===== config.mk =====
export PLATFORM = sky130hd
export DESIGN_NAME = neuron_result_tx
export DESIGN_NICKNAME = d
export VERILOG_FILES = /design/src/rtl/neuron_result_tx.sv
export SDC_FILE = /design/constraint.sdc
export NUM_CORES = 1
export LEC_CHECK = 0
export ABC_AREA = 1
export BUFFER_PORTS_ARGS = -buffer_cell sky130_fd_sc_hd__buf_2
export CORE_AREA = 2 2 141 170
export DETAILED_ROUTE_END_ITERATION = 8
export DIE_AREA = 0 0 143 172
export PLACE_DENSITY = 0.46
export SYNTH_ARGS = -nofsm -noshare
export SYNTH_HDL_FRONTEND = slang
export SYNTH_SLANG_ARGS = --single-unit

===== constraint.sdc =====
create_clock -name Clock -period 1.83 [get_ports Clock]
set_input_delay 0.366 -clock Clock [delete_from_list [all_inputs] [get_ports Clock]]
set_output_delay 0.366 -clock Clock [all_outputs]
set_load 0.01 [all_outputs]

===== src/rtl/neuron_result_tx.sv =====
`default_nettype none
`timescale 1ns/1ps
// ============================================================================
//  Module   : neuron_result_tx
//  Purpose  : Serialises three captured neuron results (sign/exponent/mantissa
//             packed into 12-bit words) onto a single UART-like line. Each word
//             is framed as start(0), 12 data bits MSB first, optional even
//             parity, stop(1). A one-deep pending buffer lets a new capture
//             queue behind the set currently on the wire.
//  Ports    : Clock        - single clock, rising edge
//             ResetN       - asynchronous active-low reset
//             Capture      - one-cycle pulse sampling the three results
//             SignInN      - result sign (N = 0..2)
//             ExponentInN  - 5-bit result exponent
//             MantissaInN  - 6-bit result mantissa
//             ClearErr     - clears the sticky Overrun flag
//             TxLine       - registered serial output, idles high
//             Busy         - high while a frame set is transmitting
//             Done         - one-cycle pulse at the end of the third word
//             Overrun      - sticky, set when a capture had to be dropped
//  Revision : 1.0 - initial release
// ============================================================================
module neuron_result_tx #(
    parameter int CLKS_PER_BIT = 4,
    parameter int PARITY_EN    = 1
) (
    input  logic       Clock,
    input  logic       ResetN,
    input  logic       Capture,
    input  logic       SignIn0,
    input  logic       SignIn1,
    input  logic       SignIn2,
    input  logic [4:0] ExponentIn0,
    input  logic [4:0] ExponentIn1,
    input  logic [4:0] ExponentIn2,
    input  logic [5:0] MantissaIn0,
    input  logic [5:0] MantissaIn1,
    input  logic [5:0] MantissaIn2,
    input  logic       ClearErr,
    output logic       TxLine,
    output logic       Busy,
    output logic       Done,
    output logic       Overrun
);

    localparam logic [7:0] c_lastTick = 8'(CLKS_PER_BIT - 1);

    typedef enum logic [2:0] {
        IDLE   = 3'd0,
        START  = 3'd1,
        DATA   = 3'd2,
        PARITY = 3'd3,
        STOP   = 3'd4
    } state_t;

    state_t      r_state, w_nextState;
    logic [7:0]  r_clkCnt, w_clkCnt;
    logic [3:0]  r_bitIdx, w_bitIdx;
    logic [1:0]  r_wordIdx, w_wordIdx;
    logic [11:0] r_shift, w_shift;
    // Three words packed as {word0, word1, word2}
    logic [35:0] r_hold, w_hold;
    logic [35:0] r_pend, w_pend;
    logic        r_pendValid, w_pendValid;
    logic        r_txLine, w_txLine;
    logic        r_done, w_done;
    logic        r_overrun, w_overrun;

    logic [35:0] w_capData;
    logic [11:0] w_curWord;
    logic        w_bitEnd;
    logic        w_setEnd;
    logic        w_ovEvent;

    assign w_capData = {SignIn0, ExponentIn0, MantissaIn0,
                        SignIn1, ExponentIn1, MantissaIn1,
                        SignIn2, ExponentIn2, MantissaIn2};

    always_comb begin
        case (r_wordIdx)
            2'd0:    w_curWord = r_hold[35:24];
            2'd1:    w_curWord = r_hold[23:12];
            default: w_curWord = r_hold[11:0];
        endcase
    end

    assign w_bitEnd = (r_clkCnt == c_lastTick);
    // Last cycle of the last stop bit of the set
    assign w_setEnd = (r_state == STOP) && w_bitEnd && (r_wordIdx == 2'd2);

    // State register
    always_ff @(posedge Clock or negedge ResetN) begin
        if (!ResetN) begin
            r_state <= IDLE;
        end else begin
            r_state <= w_nextState;
        end
    end

    // Next-state, datapath and output decode
    always_comb begin
        w_nextState = r_state;
        w_clkCnt    = r_clkCnt;
        w_bitIdx    = r_bitIdx;
        w_wordIdx   = r_wordIdx;
        w_shift     = r_shift;
        w_hold      = r_hold;
        w_pend      = r_pend;
        w_pendValid = r_pendValid;
        w_txLine    = r_txLine;
        w_done      = 1'b0;
        w_ovEvent   = 1'b0;

        if (r_state != IDLE) begin
            w_clkCnt = w_bitEnd ? 8'd0 : r_clkCnt + 8'd1;
        end

        case (r_state)
            IDLE: begin
                if (Capture) begin
                    w_hold      = w_capData;
                    w_nextState = START;
                    w_txLine    = 1'b0;
                    w_clkCnt    = 8'd0;
                    w_wordIdx   = 2'd0;
                end
            end
            START: begin
                if (w_bitEnd) begin
                    w_nextState = DATA;
                    w_bitIdx    = 4'd11;
                    w_txLine    = w_curWord[11];
                    w_shift     = {w_curWord[10:0], 1'b0};
                end
            end
            DATA: begin
                if (w_bitEnd) begin
                    if (r_bitIdx == 4'd0) begin
                        if (PARITY_EN != 0) begin
                            w_nextState = PARITY;
                            w_txLine    = ^w_curWord;
                        end else begin
                            w_nextState = STOP;
                            w_txLine    = 1'b1;
                        end
                    end else begin
                        w_bitIdx = r_bitIdx - 4'd1;
                        w_txLine = r_shift[11];
                        w_shift  = {r_shift[10:0], 1'b0};
                    end
                end
            end
            PARITY: begin
                if (w_bitEnd) begin
                    w_nextState = STOP;
                    w_txLine    = 1'b1;
                end
            end
            STOP: begin
                if (w_bitEnd) begin
                    if (r_wordIdx != 2'd2) begin
                        w_wordIdx   = r_wordIdx + 2'd1;
                        w_nextState = START;
                        w_txLine    = 1'b0;
                    end else begin
                        w_done = 1'b1;
                        if (r_pendValid) begin
                            // Queued set goes straight out; a simultaneous
                            // capture finds the buffer still full and is lost.
                            w_hold      = r_pend;
                            w_pendValid = 1'b0;
                            w_nextState = START;
                            w_txLine    = 1'b0;
                            w_wordIdx   = 2'd0;
                            w_ovEvent   = Capture;
                        end else if (Capture) begin
                            // Capture landing on the final stop edge takes the
                            // pending slot, which is consumed at once.
                            w_hold      = w_capData;
                            w_nextState = START;
                            w_txLine    = 1'b0;
                            w_wordIdx   = 2'd0;
                        end else begin
                            w_nextState = IDLE;
                        end
                    end
                end
            end
            default: begin
                w_nextState = IDLE;
                w_txLine    = 1'b1;
            end
        endcase

        // Capture during a set (other than its final edge) targets the buffer
        if (Capture && (r_state != IDLE) && !w_setEnd) begin
            if (r_pendValid) begin
                w_ovEvent = 1'b1;
            end else begin
                w_pend      = w_capData;
                w_pendValid = 1'b1;
            end
        end

        // A new drop wins over a simultaneous clear
        if (w_ovEvent) begin
            w_overrun = 1'b1;
        end else if (ClearErr) begin
            w_overrun = 1'b0;
        end else begin
            w_overrun = r_overrun;
        end
    end

    // Datapath registers
    always_ff @(posedge Clock or negedge ResetN) begin
        if (!ResetN) begin
            r_clkCnt    <= 8'd0;
            r_bitIdx    <= 4'd0;
            r_wordIdx   <= 2'd0;
            r_shift     <= 12'd0;
            r_hold      <= 36'd0;
            r_pend      <= 36'd0;
            r_pendValid <= 1'b0;
            r_txLine    <= 1'b1;
            r_done      <= 1'b0;
            r_overrun   <= 1'b0;
        end else begin
            r_clkCnt    <= w_clkCnt;
            r_bitIdx    <= w_bitIdx;
            r_wordIdx   <= w_wordIdx;
            r_shift     <= w_shift;
            r_hold      <= w_hold;
            r_pend      <= w_pend;
            r_pendValid <= w_pendValid;
            r_txLine    <= w_txLine;
            r_done      <= w_done;
            r_overrun   <= w_overrun;
        end
    end

    assign TxLine  = r_txLine;
    assign Busy    = (r_state != IDLE);
    assign Done    = r_done;
    assign Overrun = r_overrun;

endmodule
`default_nettype wire

After elaboration in Yosys (flattened, before gate mapping)
Cells that the tools add are included.

Multiply operators: 0. Bitwise operators: 1. Add/subtract/negate cells: 3. Reduce and logical (&&, ||, !) cells: 19. Eq/ne operators: 16. Magnitude comparators: 0. Div/mod/pow operators: 0. Shifts and indexed selects: 0. Muxes and demuxes: 58.

Operators with widths (number): 2-to-1 mux 36 bit (4); one-hot mux 36 bit (2 select lines) (1); one-hot mux 12 bit (2 select lines) (2); 2-to-1 mux 12 bit (3); 2-to-1 mux 8 bit (4); 2-to-1 mux 1 bit (27); 2-to-1 mux 3 bit (6); != test 2 bit, second input constant (9); one-hot mux 3 bit (5 select lines) (1); 2-to-1 mux 4 bit (3); XOR reduction 12 bit (1); adder 8 x 1 -> 8 bit, second input constant (1); == test 8 x 2 -> 1 bit, second input constant (1); 2-to-1 mux 2 bit (4); one-hot mux 4 bit (2 select lines) (1); AND reduction 4 bit (2); == test 3 x 2 -> 1 bit, second input constant (2); AND reduction 6 bit (1); nonzero test 2 bit (3); one-hot mux 1 bit (5 select lines) (1); logical AND 1 bit (4); logical NOT 4 bit (1); one-hot mux 2 bit (2 select lines) (1); AND reduction 2 bit (2); other kinds (12) (12).

Input port bits: 40. Word-level logic and storage cells: 108. Output and inout bits: 4. Memory bits (read-only): 0. Latch bits: 0. Bits in writable memories: 0. Register bits after elaboration: 105. Memories: 0.

Logic depth before layout (Yosys ltp)
Gate-level depths: netlist (run 1).

Word-level depth: 7. Depth in mapped cells: 15. Gate-level depth less buffers: 14.

Worst setup path after synthesis (run 1)
OpenSTA, ideal clock, no wires.

Kind: reg-to-reg. Start point: register r_bitIdx[0]. End point: register r_shift[10]. Setup time: 0.123 ns. Arrival: 1.487 ns. Cell stages (with the launch flop): 13. Setup slack: 0.220 ns. Period minus slack after synthesis: 1.610 ns. Required time: 1.707 ns. Buffers on the path: 1. Path through: dfrtp_1 inv_1 ha_1 inv_1 nor3_1 nand2_1 inv_2 nor2_2 nand2_2 buf_2 a21oi_1 o21ai_0 nand2_1.

Cells in the longest elaborated chain, start to end: 3.

RTL lines: start: declaration (RTL line 58) `logic [3:0] r_bitIdx, w_bitIdx;`; start signal: assignment (RTL line 230) `r_bitIdx <= w_bitIdx;`; logical NOT 4 bit (RTL line 138) `if (r_bitIdx == 4'd0) begin`; != test 2 bit (no line); AND reduction 4 bit (no line); end signal: assignment (RTL line 232) `r_shift <= w_shift;`; end: declaration (RTL line 60) `logic [11:0] r_shift, w_shift;`.

No other way between the ends. A chain may end at the register's enable or synchronous reset.

Worst setup path after layout (run 1)
Start point: register r_wordIdx[1]. End point: register r_txLine (netlist: TxLine).

Cells in the longest elaborated chain, start to end: 6. Elaborated cells between the ends (all ways): 11. Classes of those cells: 2 x eq/ne; 7 x mux; 2 x reduce/logical.

RTL lines: start: declaration (RTL line 59) `logic [1:0] r_wordIdx, w_wordIdx;`; start signal: assignment (RTL line 231) `r_wordIdx <= w_wordIdx;`; == test 2 x 1 -> 1 bit or logical NOT 2 bit (tied branches) (RTL line 80) `case (r_wordIdx)`; one-hot mux 12 bit (2 select lines) (RTL line 80); XOR reduction 12 bit (RTL line 141) `w_txLine = ^w_curWord;`; 2-to-1 mux 1 bit (RTL line 138); 2-to-1 mux 1 bit (RTL line 137) `if (w_bitEnd) begin`; one-hot mux 1 bit (5 select lines) (*) (RTL line 118) `case (r_state)`; end signal: assignment (RTL line 236) `r_txLine <= w_txLine;`; end: declaration (RTL line 65) `logic r_txLine, w_txLine;`.

Mark *: on every way between the ends. The rest lies on a longest branch, timed or not. The select of a mux whose other input is x is not followed.

==> results of run 1 <==
## path summary, 6_finish.rpt
path	startpoint	end	slack, ns
setup / recovery	r_wordIdx[1]	TxLine	0.08
hold / removal	ClearErr	Overrun	0.20
setup reg to reg	r_wordIdx[1]	TxLine	0.08
hold reg to reg	r_pend[35]	r_pend[35]	0.48
max in group asynchronous	ResetN	TxLine	0.85
min in group asynchronous	ResetN	Done	0.42
## kinds of logic after synthesis
group	synth area share (%)
AND/OR/NAND/NOR	22.7
buffers and inverters	10.3
adder cells (fa/ha/maj)	0.443
XOR/XNOR	0.620
AO/OA/AOI/OAI	19.9
flip-flops	46.1
## state kept, by name, summed over array words and instances, names as in the netlist
register	count
Done	1
Overrun	1
TxLine	1
r_bitIdx	4
r_clkCnt	8
r_hold	36
r_pend	36
r_pendValid	1
r_shift	11
r_state	3
r_wordIdx	2
## cell type report
class                           count  area [µm²]
Fill cell                        2503       15800
Multi-Input combinational cell    510        2700
Sequential cell                   104        2610
Timing Repair Buffer               87         717
Tap cell                          315         394
Inverter                          102         393
Clock buffer                        9         225
Clock inverter                      6        85.1
Timing Repair inverter              1        6.26
## per-stage QoR
| stage | total power [mW] | cell area, µm² | TNS (ns) | cells | utilization (%) |
|---|---|---|---|---|---|
| 2_1_floorplan | 2.65 | 5650 | 0 | 751 | - |
| 3_3_place_gp | 2.80 | 6410 | 0 | 1106 | 27.9 |
| 3_5_place_dp | 2.80 | 6410 | -0.0258 | 1106 | 27.9 |
| 4_1_cts | 4.90 | 6740 | 0 | 1122 | 29.3 |
| 5_1_grt | 5.03 | 7130 | -0.221 | 1134 | 31.0 |
| 6_report | 4.82 | 7130 | 0 | 1134 | 31.0 |
## per-layer routing
layer	up-vias	wire, µm
li1	2577	-
met1	2296	7130
met2	54	7320
met3	17	326
met4	0	300
met5	-	0
## what timing repair did
| item | CTS | global route |
|---|---|---|
| gates cloned | 0 | 7 |
| gates resized for setup | 1 | 75 |
| hold buffers | 1 | 0 |
| hold endpoints to repair | 10 | 0 |
| endpoints found under the setup margin | 1 | 68 |
| pin swaps | 0 | 10 |
| setup buffers | 0 | 5 |
## power by group through the flow
| stage | combinational [mW] | sequential [mW] | clock (mW) |
|---|---|---|---|
| 6_report | 0.317 | 2.44 | 2.07 |
| 5_1_grt | 0.374 | 2.45 | 2.21 |
| 4_1_cts | 0.325 | 2.44 | 2.14 |
| 3_5_place_dp | 0.322 | 2.48 | 0 |
| 3_3_place_gp | 0.317 | 2.48 | 0 |
| 2_1_floorplan | 0.179 | 2.47 | 0 |
## cell usage in the layout, fill, tap and decap left out, types with 2 or more instances in the layout
| cell | count |
|---|---|
| nand2_2 | 18 |
| o211ai_1 | 38 |
| clkinv_2 | 2 |
| nand4_1 | 2 |
| inv_2 | 17 |
| dfrtp_1 | 101 |
| o21ai_1 | 48 |
| or2_1 | 5 |
| nand2_1 | 195 |
| nor2_1 | 20 |
| a211oi_1 | 2 |
| dfrtp_2 | 2 |
| nand3b_4 | 2 |
| clkinvlp_4 | 2 |
| bufinv_16 | 2 |
| inv_1 | 83 |
| xor2_1 | 3 |
| nand3_2 | 9 |
| inv_4 | 2 |
| clkbuf_16 | 12 |
| nand3_1 | 16 |
| buf_2 | 42 |
| nor3_1 | 5 |
| buf_6 | 5 |
| o22ai_1 | 5 |
| o21ai_0 | 90 |
| buf_12 | 7 |
| nor2_2 | 12 |
| buf_4 | 28 |
| nor2_4 | 7 |
| a21oi_1 | 12 |
| nand2_4 | 6 |
| nand3b_1 | 2 |
==> summary.md, run 1 <==
| Metric | Value |
|---|---|
| Highest clock rate | `572 MHz` |
| FF+latch count, synth | `approximately 100` |
| Nets | `857` |
| Area share of the largest cell type after synthesis | `45.6%` |
| Residual DRC | `0` |
| Critical path depth | `14` |
| CP startpoint kind | `register` |
| Worst slew pin tran | `0.401 ns` |
| Overall Global Routing Usage | `11.9%` |
| Leak | `between 3 and 4 nW` |
| Most used cell, CP | `nand2_1` |
| Comb pwr share | `under 10%` |
| Post-synth top cells | `nand2_1 (214), dfrtp_1 (103), o21ai_0 (92)` |
| Critical Path End Type | `register` |
| Mapped Area | `approximately 0.0057 mm²` |
| Setup violators final | `0` |
| Number of synthesized flops with an enable pin | `0` |
| Internal power | `roughly 3.7 mW` |
| Leading area contributor after synthesis | `dfrtp_1` |
| VDD IR max | `0.370 mV` |
| Hold_ws | `~0.20 ns` |
| Critical Path, Cell by Cell | `nor2_4 > buf_8 > nand2_4 > nand2_1 > nor2_2 > nand2_1 > nand2_1 > nand2_1 > nand2_1 > nand2_1 > nand2_1 > nand3_1 > nand3_2 > a21oi_2` |
| Crit path required time | `between 2 and 2.5 ns` |
| DR vias | `approximately 5k` |
| Ratio of cells with drive above 1 in the final layout | `22.7%` |
| CTS Buffer Depth | `2` |
| Sw Share | `between 20 and 25%` |
| Worst path slowest cell | `dfrtp_2` |
| Synth Flop Type | `dfrtp_1` |
| Top-Level Pins | `44` |
| Period utilization | `between 90 and 100%` |
| Root Driver | `clkbuf_16` |
| Insertion delay to the later sink of the worst-skew pair | `about 0.35 ns` |
| Yosys warning count | `0` |
| CTS clk-pin slew, worst paths | `around 0.07 ns` |
| Clock Skew | `between 0.004 and 0.005 ns` |
| PD cells | `a little under 700 mW/mm²` |
| Num CTS Buffers | `9` |
| Post-route ant nets | `0` |
| Core ar. | `around 0.023 mm²` |
| Delay-heaviest family, CP | `simple AND/OR/NAND/NOR gates` |
| Crit path buf inv count | `1` |
| Area growth, synth to finish | `26.1%` |
| Minimum period implied by the final worst setup slack | `~1.7 ns` |
| Max H-tree Level | `3` |
| Final worst setup slack | `0.0830 ns` |
| Drt total wl | `approximately 15 mm` |
| Most Crowded Layer GR | `met2` |
| Synth top area cells | `dfrtp_1 (46%), nand2_1 (14%), o21ai_0 (8.1%)` |
| Syn avg cell area | `about 7.5 µm²` |
| Crit path max fanout | `6` |
| FF-to-FF path depth | `14` |
| DRT Pass-1 Iters | `4` |
| Die width | `143 µm` |
| Global-route wire length before repair | `23.2 mm` |
| RSZ-0062 raised after global routing | `yes` |
| GRT met2 Usage | `approximately 20%` |
| Status | `finished, final reports clean` |
| Die H | `172 µm` |
| CP peak stage delay | `about 0.52 ns` |
| Arrival time worst endpoint | `just over 2 ns` |
| Post-Synthesis Cells | `751` |
| Max-slew violations | `0` |
| Register area share after synthesis | `a little under half` |
| Synth async-reset ratio | `100%` |
| Yosys cell types | `36` |
| Wirelength per Cell | `approximately 13 µm` |
| Die Footprint | `around 0.025 mm²` |
| Post-Syn Nets | `approximately 790` |
| Count of final hold-check violations | `0` |
| Max_cap viols | `0` |
| Final Wtd Congestion | `roughly 0.8` |
| Initial Util | `about 25%` |
| Antenna violations before repair | `0` |
| CTS tree | `done` |
| Number of global-route vias before repair | `approximately 4.5k` |
| Site Rows | `61` |
| I/O Buffers | `43` |
| GR Util met1 | `15.8%` |
| Sink Count | `104` |
| P_sw | `approximately 1.1 mW` |
| Min-delay worst type | `primary input to register` |
| Hold path cells | `2` |
| Pin count of the biggest net entering global routing | `74` |
| Post-DP HPWL | `roughly 10 mm` |
| Grt met3 use | `under 10%` |
| Setup WS pre-CTS | `-0.0258 ns` |
| Grt ovf | `0` |
| First DRT Iteration DRCs | `approximately 210` |
| Sequential Power Share | `50.5%` |
| Clk network pwr share | `about 43%` |
| Slew headroom | `approximately 73%` |
| Diodes inserted | `0` |
| DR vias/cell | `about 4.4` |
| Path type of the worst setup path | `register to register` |
| Top-count cell post-synth | `nand2_1` |
No activity file was read; power rests on OpenSTA's default activity.
==> run 2, diff against run 1 <==
GPL_TIMING_DRIVEN = 0   (was default)
==> run 2 against run 1 <==
  * The run now ends with hold timing left
  * Routed wire length rose by 12%
  * Sequential power hardly changed
  * Non-clock buffer count grew 15
  * Clock power decreased by 3%
  * Final area is 2.0% higher
  * Combinational power rose by 12%
  * Die area is the same
  * Critical path type unchanged
==> summary.md, run 2 (synthesized netlist as in run 1, its figures left out) <==
| Metric | Value |
|---|---|
| Status | `complete, but fails checks` |
| Failing checks | `hold timing` |
| Critical Path End Type | `register` |
| Max_cap viols | `0 (unchanged)` |
| Die Footprint | `0.0246 mm² (unchanged)` |
| Largest registers | `r_hold x36, r_pend x36, r_shift x11` |
| Final Wtd Congestion | `0.890 (+8.3%)` |
| FF-to-FF path depth | `12 (-2)` |
| Count of final hold-check violations | `5 (+5)` |
| Leak | `3.73 nW (+1.2%)` |
| R2r endpoint | `r_pend[21]` |
| VDD IR max | `0.434 mV (+17%)` |
| DR vias | `5139 (+3.9%)` |
| Most used cell, CP | `inv_2` |
| Most frequent cells in the layout | `nand2_1 (189), dfrtp_1 (102), o21ai_0 (89), inv_1 (82), buf_2 (43)` |
| Number of global-route vias before repair | `5051 (+12%)` |
| Wirelength per Cell | `14.6 µm (+10%)` |
| TNS Setup | `0 ns (unchanged)` |
| Die width | `143 µm (unchanged)` |
| DRT Pass-1 Iters | `5 (+1)` |
| Worst R2R Start | `r_wordIdx[1]` |
| Total power | `4.80 mW (-0.49%)` |
| Period utilization | `98.9% (+3.4 points)` |
| Slew headroom | `60.1% (-13 points)` |
| Max H-tree Level | `3 (unchanged)` |
| Min-delay worst type | `primary input to async pin` |
| Crit path required time | `2.11 ns (about the same)` |
| Top-Level Pins | `44 (unchanged)` |
| CTS tree | `done` |
| PD cells | `661 mW/mm² (-2.4%)` |
| Diodes inserted | `0 (unchanged)` |
| RSZ-0062 raised after global routing | `yes` |
| Ratio of cells with drive above 1 in the final layout | `24.9% (+2.2 points)` |
| CTS Buffer Depth | `2 (unchanged)` |
| Highest clock rate | `553 MHz (-3.5%)` |
| Num CTS Buffers | `9 (unchanged)` |
| Worst Setup SP | `r_wordIdx[1]` |
| Initial Util | `24.6% (unchanged)` |
| I/O Buffers | `43 (unchanged)` |
| Residual DRC | `0 (unchanged)` |
| Pin count of the biggest net entering global routing | `65 (-12%)` |
| Placed cells | `1110 (+0.36%)` |
| Worst slew pin tran | `0.599 ns (+0.198 ns)` |
| Post-DP HPWL | `12.0 mm (+18%)` |
| CP startpoint kind | `register` |
| First DRT Iteration DRCs | `286 (+36%)` |
| Nets | `871 (+1.6%)` |
| Area growth, synth to finish | `28.5%` |
| Drt total wl | `16.8 mm (+12%)` |
| Post-route ant nets | `0 (unchanged)` |
| Worst path slowest cell | `dfrtp_1` |
| Die H | `172 µm (unchanged)` |
| CTS clk-pin slew, worst paths | `0.08 ns (about the same)` |
| Antenna violations before repair | `0 (unchanged)` |
| Setup violators final | `0 (unchanged)` |
| Insertion delay to the later sink of the worst-skew pair | `0.36 ns (about the same)` |
| Path type of the worst setup path | `register to register` |
| Global-route wire length before repair | `27.3 mm (+17%)` |
| Sink Count | `104 (unchanged)` |
| Max-slew violations | `0 (unchanged)` |
| CP peak stage delay | `0.36 ns (-0.16 ns)` |
| Core ar. | `0.0230 mm² (unchanged)` |
| Arrival time worst endpoint | `2.09 ns (+0.05 ns)` |
| Non-Filler Instances | `1149 (+1.3%)` |
| Commonest non-fill, non-tap cell in the layout | `nand2_1` |
| Root Driver | `clkbuf_16` |
| Hold_ws | `-0.0108 ns (-0.207 ns)` |
| End point of the critical path | `r_pend[21]` |
| Critical Path, Cell by Cell | `buf_6 > inv_4 > buf_8 > nor2_4 > inv_2 > nor3_4 > inv_2 > nand3b_4 > buf_12 > clkbuf_16 > nand2_2 > o21ai_1` |
| Crit path max fanout | `10 (+4)` |
| Overall Global Routing Usage | `14.3% (+2.4 points)` |
| DR vias/cell | `4.47 (+2.6%)` |
| Grt ovf | `0 (unchanged)` |
| Clock Skew | `0.00892 ns (+0.00448 ns)` |
| Final Util | `31.6% (+0.61 points)` |
| Minimum period implied by the final worst setup slack | `1.81 ns (+0.0627 ns)` |
| R2r setup slk | `0.02 ns (-0.06 ns)` |
| Site Rows | `61 (unchanged)` |
==> run 2: cell types whose count changed in the layout (fill, tap and decap cells not counted), sizes merged <==
| cell | delta |
|---|---|
| clkbuf | +20 |
| bufbuf | +1 |
| bufinv | -1 |
| clkinvlp | +1 |
| buf | -5 |
| dlygate4sd3 | -1 |
==> run 2: layer usage <==
| layer | global-route usage [%] | vias up | wire (µm) |
|---|---|---|---|
| li1 | - | 2606 | - |
| met1 | 18.0 | 2444 | 7450 |
| met2 | 25.2 | 73 | 8650 |
| met3 | 1.97 | 16 | 442 |
| met4 | 4.86 | 0 | 293 |
| met5 | 0 | - | 0 |
==> run 2: worst min path at each step <==
stage	depth (start not counted)	endpoint
after global placement	2	r_shift[7]
after CTS	1	r_clkCnt[5]
after floorplan	0	Done
final	1	r_clkCnt[4]
after global routing	1	r_clkCnt[4]
after detailed placement	1	r_clkCnt[5]
==> run 2: area by class of cell <==
cell class / instances / area [µm²]
Tap cell: 315 / 394
Fill cell: 2501 / 15700
Clock inverter: 7 / 71.3
Sequential cell: 104 / 2610
Inverter: 102 / 390
Timing Repair Buffer: 66 / 533
Buffer: 36 / 300
Clock buffer: 9 / 225
Multi-Input combinational cell: 510 / 2750
==> run 2: report_power, final <==
part / total (mW) / internal (mW) / leakage [nW] / switching (mW)
Combinational: 0.355 / 0.150 / 2.40 / 0.205
Clock: 2.00 / 1.06 / 0.138 / 0.934
Sequential: 2.45 / 2.39 / 1.19 / 0.0568
==> run 2: what timing repair did <==
item	in CTS	in global routing
pin swaps	2	10
hold buffers	0	0
setup endpoints to repair	84	87
buffers inserted	5	12
endpoints found under the hold margin	0	0
gates cloned	3	3
resized for setup	41	89
==> run 2: through the flow <==
stage	hold WS [ns]	area (µm²)	worst slack, ns
final	-0.0108	7270	0.0202
after detailed placement	0.402	6290	-0.402
after global routing	0.0335	7270	-0.0606
after CTS	0.0156	6830	0.00154
after floorplan	0.0704	5650	0.220
after global placement	0.459	6260	-0.934
==> run 2: worst max-delay path: cells and delay by family, from the launching register on <==
kind / cells / cell delay (ns)
AND/OR/NAND/NOR: 4 / 0.44
buffers and inverters: 7 / 0.84
flip-flops: 1 / 0.36
AO/OA/AOI/OAI: 1 / 0.07
